## src/rtl/uart_bus_pkg.sv

```systemverilog
// Shared types and defaults for the UART transmit-side bus arbiter.
package uart_bus_pkg;

    typedef enum logic [1:0] {
        IDLE  = 2'd0,
        GRANT = 2'd1,
        DRAIN = 2'd2,
        GAP   = 2'd3
    } arbState_t;

    localparam int          NREQ_DEFAULT    = 4;
    localparam logic [15:0] TIMEOUT_DEFAULT = 16'd50000;

    function automatic logic [7:0] satInc8(input logic [7:0] v);
        return (v == 8'hFF) ? v : v + 8'd1;
    endfunction

endpackage

```

## src/rtl/rr_pick.sv

```systemverilog
// First set bit of Req at or after Ptr, wrapping from NREQ-1 back to 0.
module rr_pick
    import uart_bus_pkg::*;
#(
    parameter int NREQ = NREQ_DEFAULT,
    localparam int PW  = (NREQ > 1) ? $clog2(NREQ) : 1
) (
    input  logic [NREQ-1:0] Req,
    input  logic [PW-1:0]   Ptr,
    output logic [NREQ-1:0] Winner,
    output logic            Valid
);

    logic [PW-1:0] idx;

    always_comb begin
        Winner = '0;
        Valid  = 1'b0;
        idx    = '0;
        for (int k = 0; k < NREQ; k++) begin
            idx = PW'((int'(Ptr) + k) % NREQ);
            if (!Valid && Req[idx]) begin
                Winner[idx] = 1'b1;
                Valid       = 1'b1;
            end
        end
    end

endmodule

```

## src/rtl/uart_tx_arbiter.sv

```systemverilog
// Round-robin arbiter sharing one UART transmitter between NREQ requesters,
// with an idle-grant watchdog that revokes and blocks a stalled owner.
//
// state | meaning
// IDLE  | no owner; round-robin search over eligible Apply bits
// GRANT | owner drives UARTSend/UARTDatLock; watchdog running
// DRAIN | owner released while UART busy; Grant held until UARTAvl
// GAP   | one dead cycle with Grant=0; pointer moves past the last owner
module uart_tx_arbiter
    import uart_bus_pkg::*;
#(
    parameter int          NREQ    = NREQ_DEFAULT,
    parameter logic [15:0] TIMEOUT = TIMEOUT_DEFAULT
) (
    input  logic              Clk,
    input  logic              Rst,
    input  logic [NREQ-1:0]   Apply,
    input  logic [8*NREQ-1:0] ReqSend,
    input  logic [NREQ-1:0]   ReqLock,
    input  logic              UARTAvl,
    output logic [7:0]        UARTSend,
    output logic              UARTDatLock,
    output logic [NREQ-1:0]   Grant,
    output logic [NREQ-1:0]   ReqAvl,
    output logic [7:0]        ByteCnt,
    output logic              TimeoutErr
);

    localparam int PW = (NREQ > 1) ? $clog2(NREQ) : 1;

    arbState_t       state;
    logic [PW-1:0]   ptr;
    logic [PW-1:0]   owner;
    logic [PW-1:0]   pickIdx;
    logic [PW-1:0]   nextPtr;
    logic [NREQ-1:0] blockMask;
    logic [NREQ-1:0] eligible;
    logic [NREQ-1:0] pickOneHot;
    logic            pickValid;
    logic            lockPrev;
    logic            ownApply;
    logic            ownLock;
    logic            lockEdge;
    logic [15:0]     wdog;

    // A requester revoked by the watchdog stays out until it drops Apply.
    assign eligible = Apply & ~blockMask;

    rr_pick #(.NREQ(NREQ)) uPick (
        .Req    (eligible),
        .Ptr    (ptr),
        .Winner (pickOneHot),
        .Valid  (pickValid)
    );

    always_comb begin
        pickIdx = '0;
        for (int i = 0; i < NREQ; i++)
            if (pickOneHot[i]) pickIdx = PW'(i);
    end

    assign nextPtr     = (owner == PW'(NREQ - 1)) ? '0 : owner + 1'b1;
    assign ownApply    = Apply[owner];
    assign ownLock     = ReqLock[owner];
    assign lockEdge    = ownLock & ~lockPrev;
    assign UARTSend    = (state == GRANT) ? ReqSend[{owner, 3'b000} +: 8] : 8'h00;
    assign UARTDatLock = (state == GRANT) & ownLock;
    assign ReqAvl      = Grant & {NREQ{UARTAvl}};

    always_ff @(posedge Clk) begin
        if (Rst) begin
            state      <= IDLE;
            ptr        <= '0;
            owner      <= '0;
            wdog       <= '0;
            ByteCnt    <= '0;
            Grant      <= '0;
            TimeoutErr <= 1'b0;
            blockMask  <= '0;
            lockPrev   <= 1'b0;
        end else begin
            TimeoutErr <= 1'b0;
            blockMask  <= blockMask & Apply;
            case (state)
                IDLE: begin
                    if (pickValid) begin
                        state    <= GRANT;
                        owner    <= pickIdx;
                        Grant    <= pickOneHot;
                        ByteCnt  <= '0;
                        wdog     <= TIMEOUT;
                        lockPrev <= 1'b0;
                    end
                end
                GRANT: begin
                    lockPrev <= ownLock;
                    if (lockEdge) ByteCnt <= satInc8(ByteCnt);
                    if (!ownApply) begin
                        if (UARTAvl) begin
                            state <= GAP;
                            Grant <= '0;
                        end else begin
                            state <= DRAIN;
                        end
                    end else if (lockEdge) begin
                        wdog <= TIMEOUT;
                    end else if (UARTAvl) begin
                        // Down-count of idle-but-ready cycles; fires on the TIMEOUT-th one.
                        if (wdog <= 16'd1) begin
                            state      <= GAP;
                            Grant      <= '0;
                            TimeoutErr <= 1'b1;
                            blockMask  <= (blockMask & Apply) | Grant;
                        end else begin
                            wdog <= wdog - 16'd1;
                        end
                    end
                end
                DRAIN: begin
                    if (UARTAvl) begin
                        state <= GAP;
                        Grant <= '0;
                    end
                end
                GAP: begin
                    state <= IDLE;
                    ptr   <= nextPtr;
                end
                default: state <= IDLE;
            endcase
        end
    end

endmodule

```

## config.mk

```make
export PLATFORM = sky130hd
export DESIGN_NAME = uart_tx_arbiter
export DESIGN_NICKNAME = d
export VERILOG_FILES = /design/src/rtl/uart_bus_pkg.sv /design/src/rtl/rr_pick.sv /design/src/rtl/uart_tx_arbiter.sv
export SDC_FILE = /design/constraint.sdc
export NUM_CORES = 1
export LEC_CHECK = 0
export CORE_UTILIZATION = 41
export DETAILED_ROUTE_END_ITERATION = 8
export MAX_ROUTING_LAYER = met4
export PLACE_DENSITY = 0.64
export SYNTH_ARGS = -nofsm -noshare
export SYNTH_HDL_FRONTEND = slang
export SYNTH_HIERARCHICAL = 1
export SYNTH_SLANG_ARGS = --single-unit
```

## constraint.sdc

```tcl
create_clock -name Clk -period 3.4 [get_ports Clk]
set_input_delay 0.68 -clock Clk [delete_from_list [all_inputs] [get_ports Clk]]
set_output_delay 0.68 -clock Clk [all_outputs]
set_load 0.005 [all_outputs]
```

==> impl_metrics.env <==
export IMPL_worstMarginPinSlew_ps=606
export IMPL_reg2reg_depth=7
export IMPL_synth_cell_types=59
export IMPL_htreeDepth=2
export IMPL_grt_pass1_wl_microns=13200
export IMPL_status="finished clean"
export IMPL_grt_total_usage_pct=22.7
export IMPL_met2_length_microns=3760
export IMPL_first_iter_violations=228
export IMPL_m1WireLength_microns=3720
export IMPL_finalCritPeriodShare_pct=87.9
export IMPL_final_setup_viol_count=0
export IMPL_drc=0
export IMPL_clk_pin_slew_ps=80
export IMPL_yosys_register_bits=40
export IMPL_hp_class="register to register"
export IMPL_min_period_ps=2990
export IMPL_fin_nets=475
export IMPL_die_h_microns=87.2
export IMPL_skew_ps=9.45
export IMPL_hold_buffers=0
export IMPL_grt_overflow=0
export IMPL_post_cts_buffers=0
export IMPL_rsz0062_at_grt="no"
export IMPL_viasPerCell=5.63
export IMPL_core_sq_mm=0.00691
export IMPL_antenna_found_initial=0
export IMPL_diodes=0
export IMPL_powerDensity_mw_per_mm2=697
export IMPL_slew_headroom_pct=59.6
export IMPL_cp_end_kind="register"
export IMPL_worst_endpoint_arrival_ps=3210
export IMPL_post_cts_resized=0
export IMPL_synth_fp_nets=403
export IMPL_clock_latency_ps=300
export IMPL_synth_area_per_cell_sq_um=8.61
export IMPL_rows=30
export IMPL_start_kind="input pin"
export IMPL_postLayoutCoreUtil_pct=56.1
export IMPL_drv_cap=0
export IMPL_grt_start_max_net_pins=22
export IMPL_leakagePower_nw=1.41
export IMPL_synth_ff_type="dfxtp_1"
export IMPL_design_area_sq_mm=0.00387
export IMPL_peakVddDrop_mv=0.548
export IMPL_cts_tree="built"
export IMPL_gp_congestion=0.901
export IMPL_synth_area_sq_mm=0.00298
export IMPL_crit_fanout=9
export IMPL_grt_pass1_vias=2769
export IMPL_portBuffers=68
export IMPL_slew_violations=0
export IMPL_drt_wirelength_per_cell_microns=15.8
export IMPL_crit_required_ps=3620
export IMPL_clock_path_buffers=2
export IMPL_die_area_sq_mm=0.00761
export IMPL_routed_wl_microns=8110
export IMPL_max_freq_ghz=0.335
export IMPL_io_pins=69
export IMPL_startpoint="Apply[0]"
export IMPL_r2r_start="state[1]"
export IMPL_via_count=2896
export IMPL_drive_gt1_share_pct=12.4
export IMPL_syn_inst=346
export IMPL_fin_setup_tns_ps=0
export IMPL_cts_sinks=40
export IMPL_routed_top_layer="met4"
export IMPL_fp_dieW_microns=87.2
export IMPL_dr_pass1_iters=4
export IMPL_synth_async_sr_flop_share_pct=0
export IMPL_synth_warnings=6
export IMPL_fill_cells=663
export IMPL_dr_wl_met3_microns=474
export IMPL_hpwl_microns=6290
export IMPL_hold_path_depth=2
export IMPL_yosysSeqAreaShare_pct=26.9
export IMPL_min_from="wdog[11]"
export IMPL_crit_type="input pin to register"
export IMPL_dpl_cell_area_sq_mm=0.00379
export IMPL_start_util_pct=43.1
export IMPL_finalHoldViolations=0
export IMPL_synth_edf_count=0
export IMPL_cts_buffers=5
export IMPL_syn2layout_area_growth_pct=30.1
export IMPL_detail_route_antenna_nets=0
export IMPL_cts_root_buf="clkbuf_8"
final cells by class:
cell class                 instances  area, sq um  area share, %
sequential                        40          801           20.7
inverter                          12         45.0           1.16
clock buffer                       5         68.8           1.78
tap                               96          120           3.10
timing repair buffer              78          756           19.5
clock inverter                     2         12.5          0.323
multi-input combinational        281         2070           53.5
worst max-delay path: stages:
cell	delay, ps
clkdlybuf4s50_1	520
nor2b_1	480
or4_1	290
nand2_1	90
o21ai_0	200
nand2_1	210
or4_1	570
o22ai_1	170
routing by layer:
layer / vias up / track usage (%)
met5: - / -
met4: 0 / 7.15
met3: 9 / 3.60
met2: 82 / 37.1
met1: 1366 / 28.8
li1: 1439 / -
flip-flops by register name (all words and copies together) (netlist names):
register    cells
ptr             2
wdog           16
owner           2
state           2
ByteCnt         8
lockPrev        1
TimeoutErr      1
blockMask       4
Grant           4
path summary, 6_finish.rpt:
check	end	slack, ps
worst max register to register	wdog[11]	750
worst min register to register	wdog[11]	490
worst max-delay path	wdog[11]	410
worst min-delay path	wdog[11]	490
logic make-up (layout without fill, tap and decap cells):
| group | Yosys count | after routing | share of synthesized area (%) |
|---|---|---|---|
| AOI/OAI and AO/OA | 77 | 77 | 19.2 |
| adders and majority gates | 14 | 14 | 5.88 |
| and+or+nand+nor | 151 | 151 | 26.9 |
| buffers and inverters | 25 | 97 | 3.57 |
| DFF | 40 | 40 | 26.9 |
| xor gates and xnor gates | 10 | 10 | 2.94 |
| muxes | 29 | 29 | 14.7 |
layout by cell type (no fill, tap or decap), types with 3 or more instances in the layout:
cell	count
dfxtp_1	40
a32o_1	4
a22oi_1	7
o22ai_1	7
and2_1	13
mux2i_1	10
inv_1	11
o21ai_1	4
nand2b_1	7
a21oi_1	13
a31oi_1	3
or4_1	6
and3_1	3
nor2_1	46
mux2_2	8
nand4_1	3
ha_1	14
a221oi_2	3
a211oi_1	4
o21ai_0	6
buf_4	10
mux4_2	11
nand2_1	26
nor3_1	10
a31o_1	3
clkbuf_8	5
nand3_1	7
nor4_1	4
xor2_1	9
o211ai_1	6
clkdlybuf4s50_1	68
or3_1	4
o2bb2ai_1	4
nor2b_1	7
metrics by stage:
stage	cells	hold slack, ps	worst slack [ps]	total power, mW
2_1_floorplan	346	440	841	1.85
3_3_place_gp	507	468	230	2.39
3_5_place_dp	507	474	157	2.40
4_1_cts	514	485	448	2.71
5_1_grt	514	502	118	2.95
6_report	514	491	411	2.70
cell usage after synthesis, drive strengths merged, types with 3 or more instances:
cell | instances | area share (%)
a211oi | 5 | 1.4
a21oi | 14 | 2.5
a221oi | 3 | 1.5
a22oi | 7 | 1.8
a31o | 3 | 0.88
a31oi | 3 | 0.63
a32o | 4 | 1.3
and2 | 13 | 2.7
and3 | 3 | 0.63
buf | 6 | 1.1
clkbuf | 7 | 0.92
dfxtp | 40 | 27
ha | 14 | 5.9
inv | 11 | 1.4
mux2 | 8 | 3.0
mux2i | 10 | 3.4
mux4 | 11 | 8.3
nand2 | 26 | 3.3
nand2b | 7 | 1.5
nand3 | 8 | 1.5
nand4 | 3 | 0.63
nor2 | 46 | 5.8
nor2b | 7 | 1.5
nor3 | 12 | 2.4
nor4 | 6 | 1.7
o211ai | 7 | 1.9
o21ai | 10 | 1.7
o22ai | 7 | 1.5
o2bb2ai | 4 | 1.2
or3 | 4 | 0.84
or4 | 8 | 2.3
xor2 | 9 | 2.6
report_power, final:
part | internal (mW) | switching, mW | total (mW)
registers | 0.580 | 0.169 | 0.749
clock network | 0.139 | 0.167 | 0.305
logic | 0.780 | 0.867 | 1.65
(Power assumes the default switching activity.)
